<file path="config.mk">
export PLATFORM = sky130hd
export DESIGN_NAME = fetch_stage
export DESIGN_NICKNAME = d
export VERILOG_FILES = /design/src/rtl/cpu_pkg.sv /design/src/rtl/fetch_stage_pc_next_mux.sv /design/src/rtl/fetch_stage.sv
export SDC_FILE = /design/constraint.sdc
export NUM_CORES = 1
export LEC_CHECK = 0
export CAP_MARGIN = 20
export CORE_ASPECT_RATIO = 0.75
export CORE_MARGIN = 2
export CORE_UTILIZATION = 42
export CTS_CLUSTER_DIAMETER = 120
export DETAILED_ROUTE_END_ITERATION = 6
export GPL_ROUTABILITY_DRIVEN = 0
export PLACE_DENSITY = 0.82
export SLEW_MARGIN = 20
export SYNTH_ARGS = -nofsm -noshare
export SYNTH_HDL_FRONTEND = slang
export SYNTH_HIERARCHICAL = 1
export SYNTH_SLANG_ARGS = --single-unit
</file>
<file path="constraint.sdc">
create_clock -name clk -period 3.1 [get_ports clk]
set_input_delay 0.62 -clock clk [delete_from_list [all_inputs] [get_ports clk]]
set_output_delay 0.62 -clock clk [all_outputs]
set_load 0.01 [all_outputs]
</file>
<file path="src/rtl/cpu_pkg.sv">
// Shared types and constants for the CPU front end.
// Holds the fetch FSM state encoding, XLEN, PC increment and NOP encoding.
package cpu_pkg;

    localparam int XLEN = 32;

    localparam logic [XLEN-1:0] PC_INC   = 32'd4;
    localparam logic [XLEN-1:0] NOP_INSN = 32'h0000_0013;

    typedef enum logic [1:0] {
        IDLE  = 2'd0,
        REQ   = 2'd1,
        WAIT  = 2'd2,
        VALID = 2'd3
    } fetch_state_e;

endpackage

</file>
<file path="src/rtl/fetch_stage_pc_next_mux.sv">
// Next-PC selection: sequential pc+4 or word-aligned ALU target.
// Ports: pc, pc_sel, alu_data in; pc_next, pc_four out.
module pc_next_mux
    import cpu_pkg::*;
(
    input  logic [XLEN-1:0] pc,
    input  logic            pc_sel,
    input  logic [XLEN-1:0] alu_data,
    output logic [XLEN-1:0] pc_next,
    output logic [XLEN-1:0] pc_four
);

    // Wraps modulo 2^32 at the top of the address space.
    assign pc_four = pc + PC_INC;

    // Target low bits are cleared so the PC is always word aligned.
    assign pc_next = pc_sel ? (alu_data & ~32'd3) : pc_four;

endmodule

</file>
<file path="src/rtl/fetch_stage.sv">
// Instruction fetch stage: one outstanding req/gnt/rvalid fetch, holds PC.
// Ports: clk, rst (async high), pc_sel, alu_data, fe_stall, imem_* handshake,
// instr/instr_vld/pc/pc_four to decode. Optional: FETCH_ALIGN_CHECK_EN adds
// misalign_err, a sticky flag for jump targets with nonzero bits [1:0].
module fetch_stage
    import cpu_pkg::*;
#(
    parameter logic [31:0] RESET_PC = 32'h0000_0000,
    parameter logic [31:0] NOP_INSN = cpu_pkg::NOP_INSN
) (
    input  logic        clk,
    input  logic        rst,
    input  logic        pc_sel,
    input  logic [31:0] alu_data,
    input  logic        fe_stall,
    output logic        imem_req,
    output logic [31:0] imem_addr,
    input  logic        imem_gnt,
    input  logic        imem_rvalid,
    input  logic [31:0] imem_rdata,
    output logic [31:0] instr,
    output logic        instr_vld,
    output logic [31:0] pc,
    output logic [31:0] pc_four
`ifdef FETCH_ALIGN_CHECK_EN
    ,
    output logic        misalign_err
`endif
);

    fetch_state_e state;
    logic [31:0]  pc_next;
    logic         consume;

    pc_next_mux u_pc_next_mux (
        .pc       (pc),
        .pc_sel   (pc_sel),
        .alu_data (alu_data),
        .pc_next  (pc_next),
        .pc_four  (pc_four)
    );

    assign imem_req  = (state == REQ);
    assign imem_addr = pc & ~32'd3;
    assign consume   = (state == VALID) && !fe_stall;

    always_ff @(posedge clk or posedge rst) begin
        if (rst) begin
            state     <= IDLE;
            pc        <= RESET_PC;
            instr     <= NOP_INSN;
            instr_vld <= 1'b0;
        end else begin
            unique case (state)
                IDLE: state <= REQ;
                REQ: begin
                    if (imem_gnt) state <= WAIT;
                end
                WAIT: begin
                    if (imem_rvalid) begin
                        instr     <= imem_rdata;
                        instr_vld <= 1'b1;
                        state     <= VALID;
                    end
                end
                VALID: begin
                    if (!fe_stall) begin
                        pc        <= pc_next;
                        instr     <= NOP_INSN;
                        instr_vld <= 1'b0;
                        state     <= REQ;
                    end
                end
                default: state <= IDLE;
            endcase
        end
    end

`ifdef FETCH_ALIGN_CHECK_EN
    always_ff @(posedge clk or posedge rst) begin
        if (rst) begin
            misalign_err <= 1'b0;
        end else if (consume && pc_sel && (alu_data[1:0] != 2'b00)) begin
            misalign_err <= 1'b1;
        end
    end
`endif

endmodule

</file>
==> results of run 1 <==
## flip-flops by register name, indices dropped and copies added (netlist names)
name / cells
instr: 32
pc: 32
state: 2
instr_vld: 1
## placed cells by master (no fill, tap or decap), drive strengths merged, types with 2 or more instances in the layout
cell type | Yosys | layout
and2b | 2 | 2
o21ai | 4 | 4
buf | 45 | 42
a221o | 4 | 4
or4 | 6 | 6
nand4 | 10 | 10
clkdlybuf4s50 | 0 | 183
mux2 | 76 | 76
clkbuf | 8 | 10
clkinv | 1 | 5
and4 | 3 | 3
dfrtp | 64 | 64
dlygate4sd2 | 0 | 9
bufinv | 0 | 2
nor4 | 9 | 9
o31ai | 5 | 5
and3 | 4 | 4
conb | 1 | 2
nand3 | 11 | 11
inv | 13 | 13
or3 | 2 | 2
dfstp | 3 | 3
nor2b | 34 | 34
xnor2 | 11 | 11
nor3 | 3 | 3
mux2i | 7 | 7
ha | 6 | 6
a31oi | 10 | 10
xor2 | 7 | 7
nand2 | 25 | 25
nor2 | 19 | 19
dlymetal6s2s | 0 | 3
## worst register-to-register path, delay by kind of cell (launching register included)
family	cells	cell delay, ps
AND/OR/NAND/NOR	3	810
multiplexers	1	260
buffers and inverters	1	230
AO/OA/AOI/OAI	1	320
flip-flops	1	480
## per-layer routing
| metal | GRT usage | part of all wire | vias up |
|---|---|---|---|
| li1 | - | - | 1777 |
| met5 | 0 | 0 | - |
| met3 | 0.0814 | 0.088 | 21 |
| met2 | 0.399 | 0.50 | 165 |
| met4 | 0.0824 | 0.020 | 0 |
| met1 | 0.266 | 0.39 | 1813 |
## per-stage QoR
step	util	cells
floorplan	-	401
detailed placement	0.642	708
global route	0.686	733
global placement	0.642	708
finish	0.686	733
CTS	0.683	731
## final cells by class
type | instances | area (sq um) | area share
clock inverters | 6 | 91.3 | 0.0137
repair buffers | 237 | 2290 | 0.344
flip-flops and latches | 67 | 1680 | 0.253
inverters | 14 | 52.6 | 0.00790
clock buffers | 10 | 229 | 0.0344
multi-input cells | 267 | 2140 | 0.322
well taps | 132 | 165 | 0.0248
## power by group through the flow
stage | combinational (uW) | clock (uW) | sequential (uW)
2_1_floorplan | 1990 | 0 | 1900
3_3_place_gp | 4060 | 0 | 1670
3_5_place_dp | 4150 | 0 | 1710
4_1_cts | 4200 | 1130 | 1690
5_1_grt | 4470 | 1160 | 1760
6_report | 4180 | 1090 | 1690
## kinds of logic after synthesis
group,Yosys count
simple gates,131
buf+inv,67
mux,83
compound gates,27
fa+ha+maj,6
other cells,1
xor+xnor,18
flops,67
## worst max-delay path by stage
stage	start	to	slack, ps
2_1_floorplan	pc[2]	pc_four[20]	570
3_3_place_gp	pc[10]	pc_four[26]	180
3_5_place_dp	pc[10]	pc_four[24]	140
4_1_cts	pc[2]	pc_four[29]	20
5_1_grt	pc[9]	pc_four[21]	-30
6_report	pc[9]	pc_four[16]	100
## what timing repair did
action	in CTS	in global routing
setup endpoints to repair	14	8
hold buffers	0	0
endpoints found under the hold margin	0	0
resized for setup	17	6
buffers inserted	7	2
pin swaps	3	3
==> impl_metrics.py, run 1 <==
metrics = {
    "outcome": {
        "status": "complete, no violations",
    },
    "min_path": {
        "holdPathStages": 2,
        "hold_path.class": "reg2reg",
        "min_to": "instr[1]",
        "hold_path_startpoint": "instr[1]",
    },
    "clock_tree": {
        "clk_latency_ps": 330,
        "cts_num_sinks": 67,
        "cts_buffers": 9,
        "clock-root-buffer": "clkbuf_16",
        "clk_path_buf_depth": 2,
        "clk_pin_slew_ps": 60,
        "htreeDepth": 3,
        "cts_tree": "yes",
    },
    "power_and_ir_drop": {
        "combPwrFrac": 0.601,
        "powerDensity_mw_per_mm2": 1040,
        "swShare": 0.361,
        "p_switching_uw": 2510,
        "power_frac_seq": 0.243,
        "leakagePower_uw": 0.00280,
        "pwr-share-clk": 0.156,
        "total_power_uw": 6950,
        "ir_worst_vdd_mv": 0.544,
        "p_int_uw": 4440,
    },
    "finish": {
        "antennaDiodeCount": 0,
        "layout.nets": 672,
        "stdcell_area_sq_mm": 0.00666,
        "layout-drive-gt1-share": 0.250,
        "fillers": 712,
        "syn2layout_area_growth_pct": 58.4,
    },
    "placed_design": {
        "hpwl_mm": 9.00,
        "place_ws_ps": 144,
        "dpl_cell_area_sq_mm": 0.00623,
        "numPortBuffers": 195,
    },
    "worst_setup_path": {
        "cp.depth": 5,
        "required_ps": 2480,
        "arrival_ps": 2380,
        "regToRegStartpoint": "pc[22]",
        "cp_slowest_stage_delay_ps": 580,
        "crit_buf_inv": 2,
        "critical_path_peak_fanout": 6,
        "critPathSlowestCell": "or4_1",
        "start_kind": "flip-flop",
        "cp_cell_sequence": "nand4_1, buf_4, or4_1, xnor2_2, clkdlybuf4s50_1",
        "cp-end-kind": "output pin",
        "worstReg2RegEnd": "pc[30]",
        "path_class": "reg2out",
        "rrSetupSlack_ps": 890,
        "cp_top_family": "buffers and inverters",
        "ff2ff_path_depth": 6,
    },
    "logic_synthesis": {
        "synth-main-ff-cell": "dfrtp_1",
        "ys_seq_elements": 67,
        "ys_top_cells_by_count": "mux2_2 (73), dfrtp_1 (64), buf_4 (34), nor2b_1 (34), nand2_1 (25)",
        "synthAdderAreaFrac": 0.0179,
        "yosysWarnings": 6,
        "syn_area_per_cell_sq_um": 10.5,
        "async_flop_share": 1.00,
        "synth-xor-area-share": 0.0375,
        "synth_area_sq_mm": 0.00420,
        "synth-simple-area-share": 0.174,
        "yosysSeqAreaShare": 0.400,
        "syn_inst": 400,
        "muxShareOfSynthArea": 0.220,
        "yosysTopAreaCell": "dfrtp_1",
        "synthTopCellsByArea": "dfrtp_1 (38%), mux2_2 (20%), buf_4 (6.1%), nor2b_1 (5.1%), xnor2_1 (2.3%)",
        "synth_compound_area_frac": 0.0479,
        "synth_top_cell_area_share": 0.381,
        "synth_edf_count": 0,
        "synthDistinctLibCells": 41,
        "synth_most_common_cell": "mux2_2",
        "synth_top_family_by_area": "multiplexers",
    },
    "timing": {
        "final.setup.tns_ps": 0,
        "report.final.slew_viol_count": 0,
        "clock_skew_ps": 5.87,
        "setup_slack_ps": 99.8,
        "finalHoldViolCount": 0,
        "worst_hold_slack_ps": 465,
        "rsz0062_at_grt": "true",
        "fin_crit_sh": 0.968,
        "fin_crit_ps": 3000,
        "finalSetupViolCount": 0,
        "fmax_mhz": 333,
    },
    "die": {
        "dieArea_sq_mm": 0.0108,
        "die_h_um": 90.6,
        "io_pins": 200,
        "fp.dieW_um": 120,
        "core.rowCount": 31,
        "start_util": 0.433,
        "core_area_sq_mm": 0.00970,
    },
    "routing": {
        "wl_per_cell_um": 16.5,
        "vias": 3776,
        "wl_mm": 12.1,
        "dr.pass1.iters": 4,
        "drcViolationCount": 0,
        "viasPerCell": 5.15,
        "drt-initial-drc-count": 212,
        "antenna_left": 0,
    },
    "global_route": {
        "grt_first_pass_wirelength_mm": 19.9,
        "antenna_found_initial": 0,
        "grtUsageTotal": 0.232,
        "grt_max_degree": 34,
        "grt-ovfl-total": 0,
        "grt_pass1_vias": 3912,
    },
    "run": {
        "cap_viol_max_count": 0,
    },
}
Note: power is estimated with default switching activity, not from simulation.
==> run 2, diff against run 1 <==
--- a/config.mk
+++ b/config.mk
@@ -13,6 +13,7 @@
 export DETAILED_ROUTE_END_ITERATION = 6
 export GPL_ROUTABILITY_DRIVEN = 0
 export PLACE_DENSITY = 0.82
+export SKIP_LAST_GASP = 1
 export SLEW_MARGIN = 20
 export SYNTH_ARGS = -nofsm -noshare
 export SYNTH_HDL_FRONTEND = slang
==> impl_metrics.py, run 2 (same netlist as run 1, synthesis figures left out) <==
metrics = {
    "outcome": {
        "status": "finished with violations",
        "violations": "negative setup slack",
    },
    "timing": {
        "report.final.slew_viol_count": 0,
        "setup_slack_ps": -23.2,
        "finalHoldViolCount": 0,
        "final.setup.tns_ps": -23.2,
        "rsz0062_at_grt": "true",
        "fin_crit_sh": 1.01,
        "fmax_mhz": 320,
        "finalSetupViolCount": 1,
        "clock_skew_ps": 5.87,
        "fin_crit_ps": 3120,
    },
    "finish": {
        "fillers": 700,
        "layout-drive-gt1-share": 0.257,
        "antennaDiodeCount": 0,
        "layout.nets": 677,
        "final_cells": 738,
        "mostFrequentLayoutCells": "clkdlybuf4s50_1 (181), mux2_2 (73), dfrtp_1 (61)",
        "syn2layout_area_growth_pct": 60.3,
        "final_common_cell": "clkdlybuf4s50_1",
        "top_regs": "instr x32, pc x32, state x2",
    },
    "routing": {
        "wl_per_cell_um": 16.8,
        "drt-initial-drc-count": 176,
        "vias": 3814,
        "drcViolationCount": 0,
        "wl_mm": 12.4,
        "viasPerCell": 5.17,
        "dr.pass1.iters": 4,
        "antenna_left": 0,
    },
    "global_route": {
        "use_met2": 0.400,
        "grt_pass1_vias": 3903,
        "grt-ovfl-total": 0,
        "busiest_layer": "met2",
        "grt_max_degree": 34,
        "grt_util_met3": 0.0808,
        "grt_first_pass_wirelength_mm": 19.9,
        "antenna_found_initial": 0,
        "grtUsageTotal": 0.232,
        "grtUsageMet1": 0.267,
    },
    "placed_design": {
        "numPortBuffers": 195,
        "numPlacedInstances": 708,
        "hpwl_mm": 9.00,
    },
    "power_and_ir_drop": {
        "p_int_uw": 4460,
        "powerDensity_mw_per_mm2": 1040,
        "leakagePower_uw": 0.00290,
        "power_frac_seq": 0.242,
        "pwr-share-clk": 0.155,
        "swShare": 0.363,
        "combPwrFrac": 0.603,
        "p_switching_uw": 2540,
        "ir_worst_vdd_mv": 0.544,
    },
    "worst_setup_path": {
        "path_class": "reg2out",
        "start_kind": "flip-flop",
        "arrival_ps": 2500,
        "required_ps": 2480,
        "cp-end-kind": "output pin",
        "critical_path_peak_fanout": 6,
    },
    "clock_tree": {
        "clock-root-buffer": "clkbuf_16",
        "cts_buffers": 9,
        "clk_path_buf_depth": 2,
        "clk_latency_ps": 330,
        "cts_tree": "yes",
        "cts_num_sinks": 67,
        "htreeDepth": 3,
        "cts_hold_buf": 0,
        "clk_pin_slew_ps": 60,
    },
    "die": {
        "fp.dieW_um": 120,
        "io_pins": 200,
        "die_h_um": 90.6,
        "core_area_sq_mm": 0.00970,
        "start_util": 0.433,
        "dieArea_sq_mm": 0.0108,
        "core.rowCount": 31,
    },
    "min_path": {
        "hold_path.class": "reg2reg",
    },
    "run": {
        "cap_viol_max_count": 0,
    },
}
==> run 2: power by group through the flow <==
stage	registers [uW]	logic (uW)	clock network, uW
after detailed placement	1710	4150	0
after global placement	1670	4060	0
after floorplan	1900	1990	0
after global routing	1760	4510	1160
final	1690	4220	1090
after CTS	1690	4210	1130
==> run 2: worst max-delay path: stages, from the launching register on <==
cell,delay [ps]
dfrtp_1,340
buf_4,150
nand4_1,170
buf_4,190
or4_4,530
o21ai_1,220
nand2_1,80
clkdlybuf4s50_1,490
==> run 2: area by class of cell <==
| type | instances | area (sq um) | area share |
|---|---|---|---|
| flip-flops and latches | 67 | 1680 | 0.250 |
| repair buffers | 242 | 2350 | 0.348 |
| well taps | 132 | 165 | 0.0245 |
| clock buffers | 10 | 229 | 0.0340 |
| inverters | 14 | 52.6 | 0.00780 |
| multi-input cells | 267 | 2170 | 0.322 |
| clock inverters | 6 | 91.3 | 0.0136 |
==> run 2: final timing paths <==
path	startpoint	to	slack (ps)	cells past startpoint
setup / recovery	pc[16]	pc_four[22]	-20	7
max in group asynchronous	rst	pc[10]	1870	3
min in group asynchronous	rst	instr[26]	610	2
setup reg to reg	pc[16]	pc[23]	850	7
hold / removal	instr[1]	instr[1]	470	2
hold reg to reg	instr[1]	instr[1]	470	2
==> run 2: stage by stage <==
stage | cell area, sq um | total power (uW) | util | setup slack (ps) | hold slack (ps)
2_1_floorplan | 4210 | 3890 | - | 574 | 470
3_3_place_gp | 6230 | 5730 | 0.642 | 180 | 452
3_5_place_dp | 6230 | 5850 | 0.642 | 144 | 454
4_1_cts | 6610 | 7030 | 0.682 | -81.1 | 469
5_1_grt | 6740 | 7430 | 0.695 | -129 | 505
6_report | 6740 | 7000 | 0.695 | -23.2 | 465
==> run 2: repair_timing <==
| action | CTS | global route |
|---|---|---|
| gates resized for setup | 12 | 17 |
| pin swaps | 3 | 3 |
| buffers inserted | 7 | 7 |
| setup endpoints to repair | 14 | 11 |
==> run 2: layer usage <==
| layer | vias up | wire, um |
|---|---|---|
| met4 | 0 | 286 |
| li1 | 1782 | - |
| met5 | - | 0 |
| met2 | 171 | 6140 |
| met3 | 27 | 1040 |
| met1 | 1834 | 4910 |
==> run 3, diff against run 2 <==
--- a/config.mk
+++ b/config.mk
@@ -14,7 +14,6 @@
 export GPL_ROUTABILITY_DRIVEN = 0
 export PLACE_DENSITY = 0.82
 export SKIP_LAST_GASP = 1
-export SLEW_MARGIN = 20
 export SYNTH_ARGS = -nofsm -noshare
 export SYNTH_HDL_FRONTEND = slang
 export SYNTH_HIERARCHICAL = 1
==> results of run 3 <==
Same layout as run 2: the final DEF is identical, and so are final timing and power.
